[src/rtl/synth_pkg.sv]
// Shared types and helpers for the polyphonic oscillator bank and its mixer.
package synth_pkg;

  typedef enum logic [1:0] {
    SHAPE_SQUARE = 2'd0,
    SHAPE_SAW    = 2'd1,
    SHAPE_TRI    = 2'd2,
    SHAPE_OFF    = 2'd3
  } shape_t;

  typedef enum logic [1:0] {
    IDLE  = 2'd0,
    RUN   = 2'd1,
    DRAIN = 2'd2,
    DONE  = 2'd3
  } state_t;

  // Clamp a signed value into the range of a w-bit two's-complement number.
  function automatic int saturate(input int value, input int w);
    int hi;
    int lo;
    hi = (1 <<< (w - 1)) - 1;
    lo = -(1 <<< (w - 1));
    if (value > hi) return hi;
    if (value < lo) return lo;
    return value;
  endfunction

endpackage

[src/rtl/voice_wave_gen.sv]
// Waveform stage (registered) followed by amplitude scaling; serves one voice slot per cycle.
module voice_wave_gen
  import synth_pkg::*;
#(
  parameter int OUT_W = 16,
  parameter int AMP_W = 16
) (
  input  logic             clk,
  input  logic             rst,
  input  logic             in_vld,
  input  logic             in_active,
  input  logic [1:0]       in_shape,
  input  logic [OUT_W-1:0] in_p,
  input  logic [AMP_W-1:0] in_amp,
  output logic             out_vld,
  output logic [OUT_W-1:0] out_sample
);

  localparam int PROD_W = OUT_W + AMP_W + 1;
  localparam logic [OUT_W-1:0] SQ_MAX = {1'b0, {(OUT_W-1){1'b1}}};

  logic                     vld_q, vld_d;
  logic [OUT_W-1:0]         wave_q, wave_d;
  logic [AMP_W-1:0]         amp_q, amp_d;
  logic [OUT_W-1:0]         tri_u;
  logic signed [PROD_W-1:0] prod;
  shape_t                   shape;

  always_comb begin
    shape  = shape_t'(in_shape);
    tri_u  = in_p[OUT_W-1] ? ~{in_p[OUT_W-2:0], 1'b0} : {in_p[OUT_W-2:0], 1'b0};
    wave_d = '0;
    if (in_vld && in_active) begin
      case (shape)
        SHAPE_SQUARE: wave_d = in_p[OUT_W-1] ? -SQ_MAX : SQ_MAX;
        SHAPE_SAW:    wave_d = {~in_p[OUT_W-1], in_p[OUT_W-2:0]};
        SHAPE_TRI:    wave_d = {~tri_u[OUT_W-1], tri_u[OUT_W-2:0]};
        default:      wave_d = '0;
      endcase
    end
    vld_d = in_vld;
    amp_d = in_amp;
  end

  always_ff @(posedge clk or posedge rst) begin
    if (rst) begin
      vld_q  <= 1'b0;
      wave_q <= '0;
      amp_q  <= '0;
    end else begin
      vld_q  <= vld_d;
      wave_q <= wave_d;
      amp_q  <= amp_d;
    end
  end

  // Arithmetic shift floors the product; keeping the low OUT_W bits is the truncation.
  always_comb begin
    prod       = PROD_W'($signed(wave_q)) * PROD_W'($signed({1'b0, amp_q}));
    out_sample = OUT_W'(prod >>> AMP_W);
  end

  assign out_vld = vld_q;

endmodule

[src/rtl/poly_nco_mixer.sv]
// Time-multiplexed oscillator bank: one voice per cycle through a three-stage pipeline
// into a saturating mixer, producing one mixed sample per sample_tick.
module poly_nco_mixer
  import synth_pkg::*;
#(
  parameter  int NUM_VOICES = 8,
  parameter  int PHASE_W    = 24,
  parameter  int OUT_W      = 16,
  parameter  int AMP_W      = 16,
  localparam int VIDX_W     = $clog2(NUM_VOICES)
) (
  input  logic               Clk,
  input  logic               Reset,
  input  logic               cfg_we,
  input  logic [VIDX_W-1:0]  cfg_voice,
  input  logic [PHASE_W-1:0] cfg_freq,
  input  logic [AMP_W-1:0]   cfg_amp,
  input  logic [1:0]         cfg_shape,
  input  logic               cfg_key_on,
  input  logic               sample_tick,
  output logic [OUT_W-1:0]   sample_out,
  output logic               sample_valid,
  output logic               busy,
  output logic               overrun
);

  localparam int              ACC_W       = OUT_W + $clog2(NUM_VOICES) + 1;
  localparam logic [VIDX_W:0] VOICE_LIMIT = (VIDX_W + 1)'(NUM_VOICES);
  localparam logic [VIDX_W-1:0] LAST_IDX  = VIDX_W'(NUM_VOICES - 1);

  state_t                  state_q, state_d;
  logic [VIDX_W-1:0]       idx_q, idx_d;
  logic                    drain_q, drain_d;
  logic signed [ACC_W-1:0] acc_q, acc_d;
  logic [OUT_W-1:0]        sample_out_q, sample_out_d;
  logic                    overrun_q, overrun_d;

  logic [PHASE_W-1:0] freq_q  [NUM_VOICES];
  logic [PHASE_W-1:0] freq_d  [NUM_VOICES];
  logic [AMP_W-1:0]   amp_q   [NUM_VOICES];
  logic [AMP_W-1:0]   amp_d   [NUM_VOICES];
  logic [1:0]         shape_q [NUM_VOICES];
  logic [1:0]         shape_d [NUM_VOICES];
  logic               key_q   [NUM_VOICES];
  logic               key_d   [NUM_VOICES];
  logic [PHASE_W-1:0] phase_q [NUM_VOICES];
  logic [PHASE_W-1:0] phase_d [NUM_VOICES];

  logic               s1_vld_q, s1_vld_d;
  logic               s1_key_q, s1_key_d;
  logic [1:0]         s1_shape_q, s1_shape_d;
  logic [OUT_W-1:0]   s1_p_q, s1_p_d;
  logic [AMP_W-1:0]   s1_amp_q, s1_amp_d;
  logic [PHASE_W-1:0] phase_new;
  logic               accept;
  logic               cfg_hit;
  logic               s3_vld;
  logic [OUT_W-1:0]   s3_sample;

  assign accept  = (state_q == IDLE) && sample_tick;
  assign cfg_hit = cfg_we && ({1'b0, cfg_voice} < VOICE_LIMIT);

  always_comb begin
    state_d = state_q;
    idx_d   = idx_q;
    drain_d = drain_q;
    case (state_q)
      IDLE: begin
        if (sample_tick) begin
          state_d = RUN;
          idx_d   = '0;
        end
      end
      RUN: begin
        if (idx_q == LAST_IDX) begin
          state_d = DRAIN;
          drain_d = 1'b0;
        end else begin
          idx_d = idx_q + VIDX_W'(1);
        end
      end
      DRAIN: begin
        if (drain_q) state_d = DONE;
        else         drain_d = 1'b1;
      end
      DONE:    state_d = IDLE;
      default: state_d = IDLE;
    endcase
  end

  always_comb begin
    busy         = (state_q != IDLE);
    sample_valid = (state_q == DONE);
    sample_out   = sample_out_q;
    overrun      = overrun_q;
  end

  // The last voice's contribution lands in acc_d during the final drain cycle.
  always_comb begin
    acc_d = acc_q;
    if (accept)      acc_d = '0;
    else if (s3_vld) acc_d = acc_q + ACC_W'($signed(s3_sample));
    sample_out_d = sample_out_q;
    if (state_q == DRAIN && drain_q) sample_out_d = OUT_W'(saturate(int'(acc_d), OUT_W));
    overrun_d = overrun_q | (sample_tick & (state_q != IDLE));
  end

  always_comb begin
    phase_new  = key_q[idx_q] ? phase_q[idx_q] + freq_q[idx_q] : phase_q[idx_q];
    s1_vld_d   = (state_q == RUN);
    s1_key_d   = key_q[idx_q];
    s1_shape_d = shape_q[idx_q];
    s1_amp_d   = amp_q[idx_q];
    s1_p_d     = phase_new[PHASE_W-1 -: OUT_W];
  end

  always_comb begin
    freq_d  = freq_q;
    amp_d   = amp_q;
    shape_d = shape_q;
    key_d   = key_q;
    phase_d = phase_q;
    if (state_q == RUN) phase_d[idx_q] = phase_new;
    if (cfg_hit) begin
      freq_d[cfg_voice]  = cfg_freq;
      amp_d[cfg_voice]   = cfg_amp;
      shape_d[cfg_voice] = cfg_shape;
      key_d[cfg_voice]   = cfg_key_on;
      // Key release restarts the oscillator and wins over the read stage's write-back.
      if (key_q[cfg_voice] && !cfg_key_on) phase_d[cfg_voice] = '0;
    end
  end

  always_ff @(posedge Clk or posedge Reset) begin
    if (Reset) begin
      state_q      <= IDLE;
      idx_q        <= '0;
      drain_q      <= 1'b0;
      acc_q        <= '0;
      sample_out_q <= '0;
      overrun_q    <= 1'b0;
      s1_vld_q     <= 1'b0;
      s1_key_q     <= 1'b0;
      s1_shape_q   <= '0;
      s1_p_q       <= '0;
      s1_amp_q     <= '0;
    end else begin
      state_q      <= state_d;
      idx_q        <= idx_d;
      drain_q      <= drain_d;
      acc_q        <= acc_d;
      sample_out_q <= sample_out_d;
      overrun_q    <= overrun_d;
      s1_vld_q     <= s1_vld_d;
      s1_key_q     <= s1_key_d;
      s1_shape_q   <= s1_shape_d;
      s1_p_q       <= s1_p_d;
      s1_amp_q     <= s1_amp_d;
    end
  end

  always_ff @(posedge Clk or posedge Reset) begin
    if (Reset) begin
      for (int v = 0; v < NUM_VOICES; v++) begin
        freq_q[v]  <= '0;
        amp_q[v]   <= '0;
        shape_q[v] <= '0;
        key_q[v]   <= 1'b0;
        phase_q[v] <= '0;
      end
    end else begin
      freq_q  <= freq_d;
      amp_q   <= amp_d;
      shape_q <= shape_d;
      key_q   <= key_d;
      phase_q <= phase_d;
    end
  end

  voice_wave_gen #(
    .OUT_W(OUT_W),
    .AMP_W(AMP_W)
  ) u_wave (
    .clk       (Clk),
    .rst       (Reset),
    .in_vld    (s1_vld_q),
    .in_active (s1_key_q),
    .in_shape  (s1_shape_q),
    .in_p      (s1_p_q),
    .in_amp    (s1_amp_q),
    .out_vld   (s3_vld),
    .out_sample(s3_sample)
  );

endmodule

[config.mk]
export PLATFORM = sky130hd
export DESIGN_NAME = poly_nco_mixer
export DESIGN_NICKNAME = d
export VERILOG_FILES = /design/src/rtl/synth_pkg.sv /design/src/rtl/voice_wave_gen.sv /design/src/rtl/poly_nco_mixer.sv
export SDC_FILE = /design/constraint.sdc
export NUM_CORES = 2
export LEC_CHECK = 0
export ABC_AREA = 1
export CAP_MARGIN = 0
export CORE_MARGIN = 2
export CORE_UTILIZATION = 47
export CTS_BUF_LIST = sky130_fd_sc_hd__clkbuf_8 sky130_fd_sc_hd__clkbuf_16
export DETAILED_ROUTE_END_ITERATION = 8
export RECOVER_POWER = 25
export SYNTH_ARGS = -nofsm -noshare
export SYNTH_HDL_FRONTEND = slang
export SYNTH_SLANG_ARGS = --single-unit
[constraint.sdc]
create_clock -name Clk -period 38.8 [get_ports Clk]
set_input_delay 7.76 -clock Clk [delete_from_list [all_inputs] [get_ports Clk]]
set_output_delay 7.76 -clock Clk [all_outputs]
set_load 0.02 [all_outputs]
==> summary.txt <==
Status -> finished, violations left
Failing checks -> capacitance limit, slew limit
Main flop type after synthesis -> dfrtp_1
Synth warn -> 0
Grt met2 use -> 0.418
CP max stage delay -> 6.05 ns
Fmax -> 52.9 MHz
Area Growth Syn to Fin -> 9.40%
GRT overflow -> 0
Seq/Total Area, Yosys -> 0.405
Max Buffers Root-to-Sink -> 3
Layout cells sized above 1 -> 0.0505
Setup violators final -> 0
Number of synthesized flops with an enable pin -> 0
Critical Path Slowest Stage Cell -> clkbuf_1
GRT Max-Usage Layer -> met2
DR vias -> 32214
Leading area contributor after synthesis -> dfrtp_1
I/O pin count -> 69
WP data required -> 37.42 ns
Seq cells post-synth -> 648
DR iter-0 viols -> 2564
CTS Hold Bufs -> 0
Worst endpoint data arrival time -> 17.52 ns
# nets final -> 5343
Met3 Use GR -> 0.0334
Die W -> 296 um
Max_cap viols -> 14
Max VDD drop -> 0.0000723 V
Gate Count Post-Synth -> 5034
Syn Area/Cell -> 7.96 um2
Register-to-register setup slack -> 25.85 ns
Worst Hold Depth -> 0
Die ar. -> 87600 um2
Initial antenna violation count -> 2
HP Class -> reg2reg
Largest family of logic cells by synthesized area -> simple AND/OR/NAND/NOR gates
Area of the multi-input gates -> 19700 um2
Slew Limit Fails -> 738
Core region area -> 84900 um2
Place WS -> 27.27 ns
Setup total negative slack -> 0 ns
# diodes -> 0
Gpl congestion -> 0.867
Final hold vios -> 0
# rows -> 107
Worst rel slew slack -> -4.60
Clk_lat worst skew -> 0.62 ns
Slew @ Worst Pin -> 8.40 ns
Synth Cell Area -> 40100 um2
Post-Synth Simple-Gate Area -> 0.169
Final Critical Period -> 18.90 ns
Synth Area in XOR/XNOR -> 0.00787
Synth async-reset ratio -> 1.00
CTS H-tree lvls -> 3
Wire length per cell -> 17.5 um
Critical Path Sink Type -> async pin
Compound-Gate Fraction of Synth Area -> 0.165
Resize count post-CTS -> 0
Vias in the first global route -> 31464
Clock sink count -> 648
Critical path fanouts, max -> 161
Crit Reg-Reg Endpoint -> phase_q[8]$_DFF_PP0_
Crit start category -> input port
Worst Hold End -> u_wave.amp_q[4]$_DFF_PP0_
Synth area leaders -> dfrtp_1 (40%), fa_1 (9.7%), o21ai_0 (9.0%), nand2_1 (8.9%), inv_1 (7.6%)
Port Buffers -> 68
Synth top area share -> 0.405
Final Cell Area -> 43800 um2
WS Path Type -> in2async
PwrDens -> 89.8 nW/um2
Post-detail-place hpwl -> 68900 um
Clk slew on worst S/H paths -> 0.06 ns
Hold WS -> 0.346 ns
Pin count of the biggest net entering global routing -> 167
Final Util -> 0.516
# fillers -> 8258
Period utilisation layout -> 0.487
Root Buffer Master -> clkbuf_16
Multiplexer share of the synthesized area -> 0.000281
Register area -> 16200 um2
GR Util met1 -> 0.349
LEAKAGE -> 23.2 nW
Tot GR Track Use -> 0.251
Setup WS post-layout -> 19.90 ns
Die H -> 296 um
Starting Density -> 0.472
Synth Area in Adders -> 0.149
Total length of routed wires -> 107000 um
Routed Antenna Nets -> 0
RSZ-0062 raised after global routing -> false
Cell Chain, Critical Path -> dlygate4sd3_1, clkinvlp_2, clkbuf_1
DRC -> 0
FF-to-FF Start -> idx_q[0]$_DFFE_PP0P_
Clock skew -> 0.0361 ns
CTS Buf Count -> 72
Worst reg-to-reg path cell count -> 8
Post-Place Cell Area -> 41500 um2
Hold_sp -> s1_amp_q[4]$_DFF_PP0_
CTS tree -> done
Drt pass-1 iters -> 6
Post-CTS Setup Inserts -> 0
First-pass GRT wire length -> 174000 um
Syn nets -> 5443
Synth unique cells -> 61
Drt via density -> 5.25
## logic make-up (layout without fill, tap and decap cells)
group                      Yosys count  count (layout)
and+or+nand+nor                   1702            1702
AOI/OAI and AO/OA                 1193            1193
buffers and inverters             1095            1053
DFF                                648             648
adders and majority gates          359             359
xor gates and xnor gates            36              36
muxes                                1               1
## sequential cells by signal (all words and copies together), names as in the netlist, 20 cells and up
| register | cells |
|---|---|
| phase_q | 192 |
| acc_q | 20 |
| amp_q | 128 |
| freq_q | 192 |
## worst max-delay path by stage
stage	from	to	slack (ns)	cells after the start
floorplan	Reset	acc_q[0]$_DFF_PP0_	12.88	1
global placement	Reset	phase_q[178]$_DFF_PP0_	27.27	5
CTS	Reset	phase_q[65]$_DFF_PP0_	27.93	5
finish	Reset	phase_q[85]$_DFF_PP0_	19.90	3
detailed placement	Reset	phase_q[49]$_DFF_PP0_	27.27	5
global route	Reset	phase_q[174]$_DFF_PP0_	17.56	3
## worst max-delay path: cells and delay by family
kind / cells / cell delay, ns
buf+inv: 3 / 9.43
## Yosys cell counts (all sizes together) (2+ instances only)
cell type,count
xor2,21
a31oi,4
a32o,2
o2111ai,42
ha,164
nor3,26
nor4,3
inv,816
a221oi,23
buf,57
o21bai,6
nand2,968
a21boi,6
a21oi,266
nand3b,2
nor2,590
a21o,10
o211ai,66
nand4,15
or2,25
xnor2,15
o31ai,2
clkbuf,221
fa,195
dfrtp,648
o21ai,758
nand3,72
## metrics by stage
| step | power (mW) | std cells |
|---|---|---|
| 6_report | 3.93 | 6136 |
| 5_1_grt | 4.28 | 6136 |
| 4_1_cts | 3.97 | 6136 |
| 3_5_place_dp | 3.25 | 6004 |
| 3_3_place_gp | 3.22 | 6004 |
| 2_1_floorplan | 2.58 | 5034 |
## per-layer routing
layer / vias to the layer above / routed length [um]
met5: - / 13
met4: 2 / 2050
met3: 131 / 5460
met2: 764 / 50700
met1: 15621 / 49100
li1: 15696 / -
## where the power goes
| part | total, mW | leakage (nW) | switching (mW) | internal [mW] |
|---|---|---|---|---|
| clock | 0.704 | 1.27 | 0.287 | 0.417 |
| sequential | 1.04 | 8.18 | 0.170 | 0.874 |
| combinational | 2.19 | 13.8 | 1.47 | 0.713 |
| total | 3.93 | 23.2 | 1.93 | 2.00 |
## area by class of cell
class | instances | share of cell area
inverters | 817 | 0.0701
flip-flops and latches | 648 | 0.370
well taps | 1144 | 0.0327
multi-input cells | 3291 | 0.449
repair buffers | 104 | 0.0216
clock buffers | 87 | 0.0458
clock inverters | 45 | 0.0103
## cells in the final DEF (no fill, tap or decap), drive strengths merged, types with 15 or more instances in the layout
| cell | instances |
|---|---|
| nand3 | 72 |
| xor2 | 21 |
| a21oi | 266 |
| dfrtp | 648 |
| nand4 | 15 |
| buf | 32 |
| clkbuf | 91 |
| o2111ai | 42 |
| clkdlybuf4s50 | 65 |
| inv | 833 |
| nor3 | 26 |
| a221oi | 23 |
| clkinv | 18 |
| nand2 | 968 |
| ha | 164 |
| o211ai | 66 |
| xnor2 | 15 |
| nor2 | 590 |
| or2 | 25 |
| o21ai | 758 |
| fa | 195 |
(Power assumes the default switching activity.)
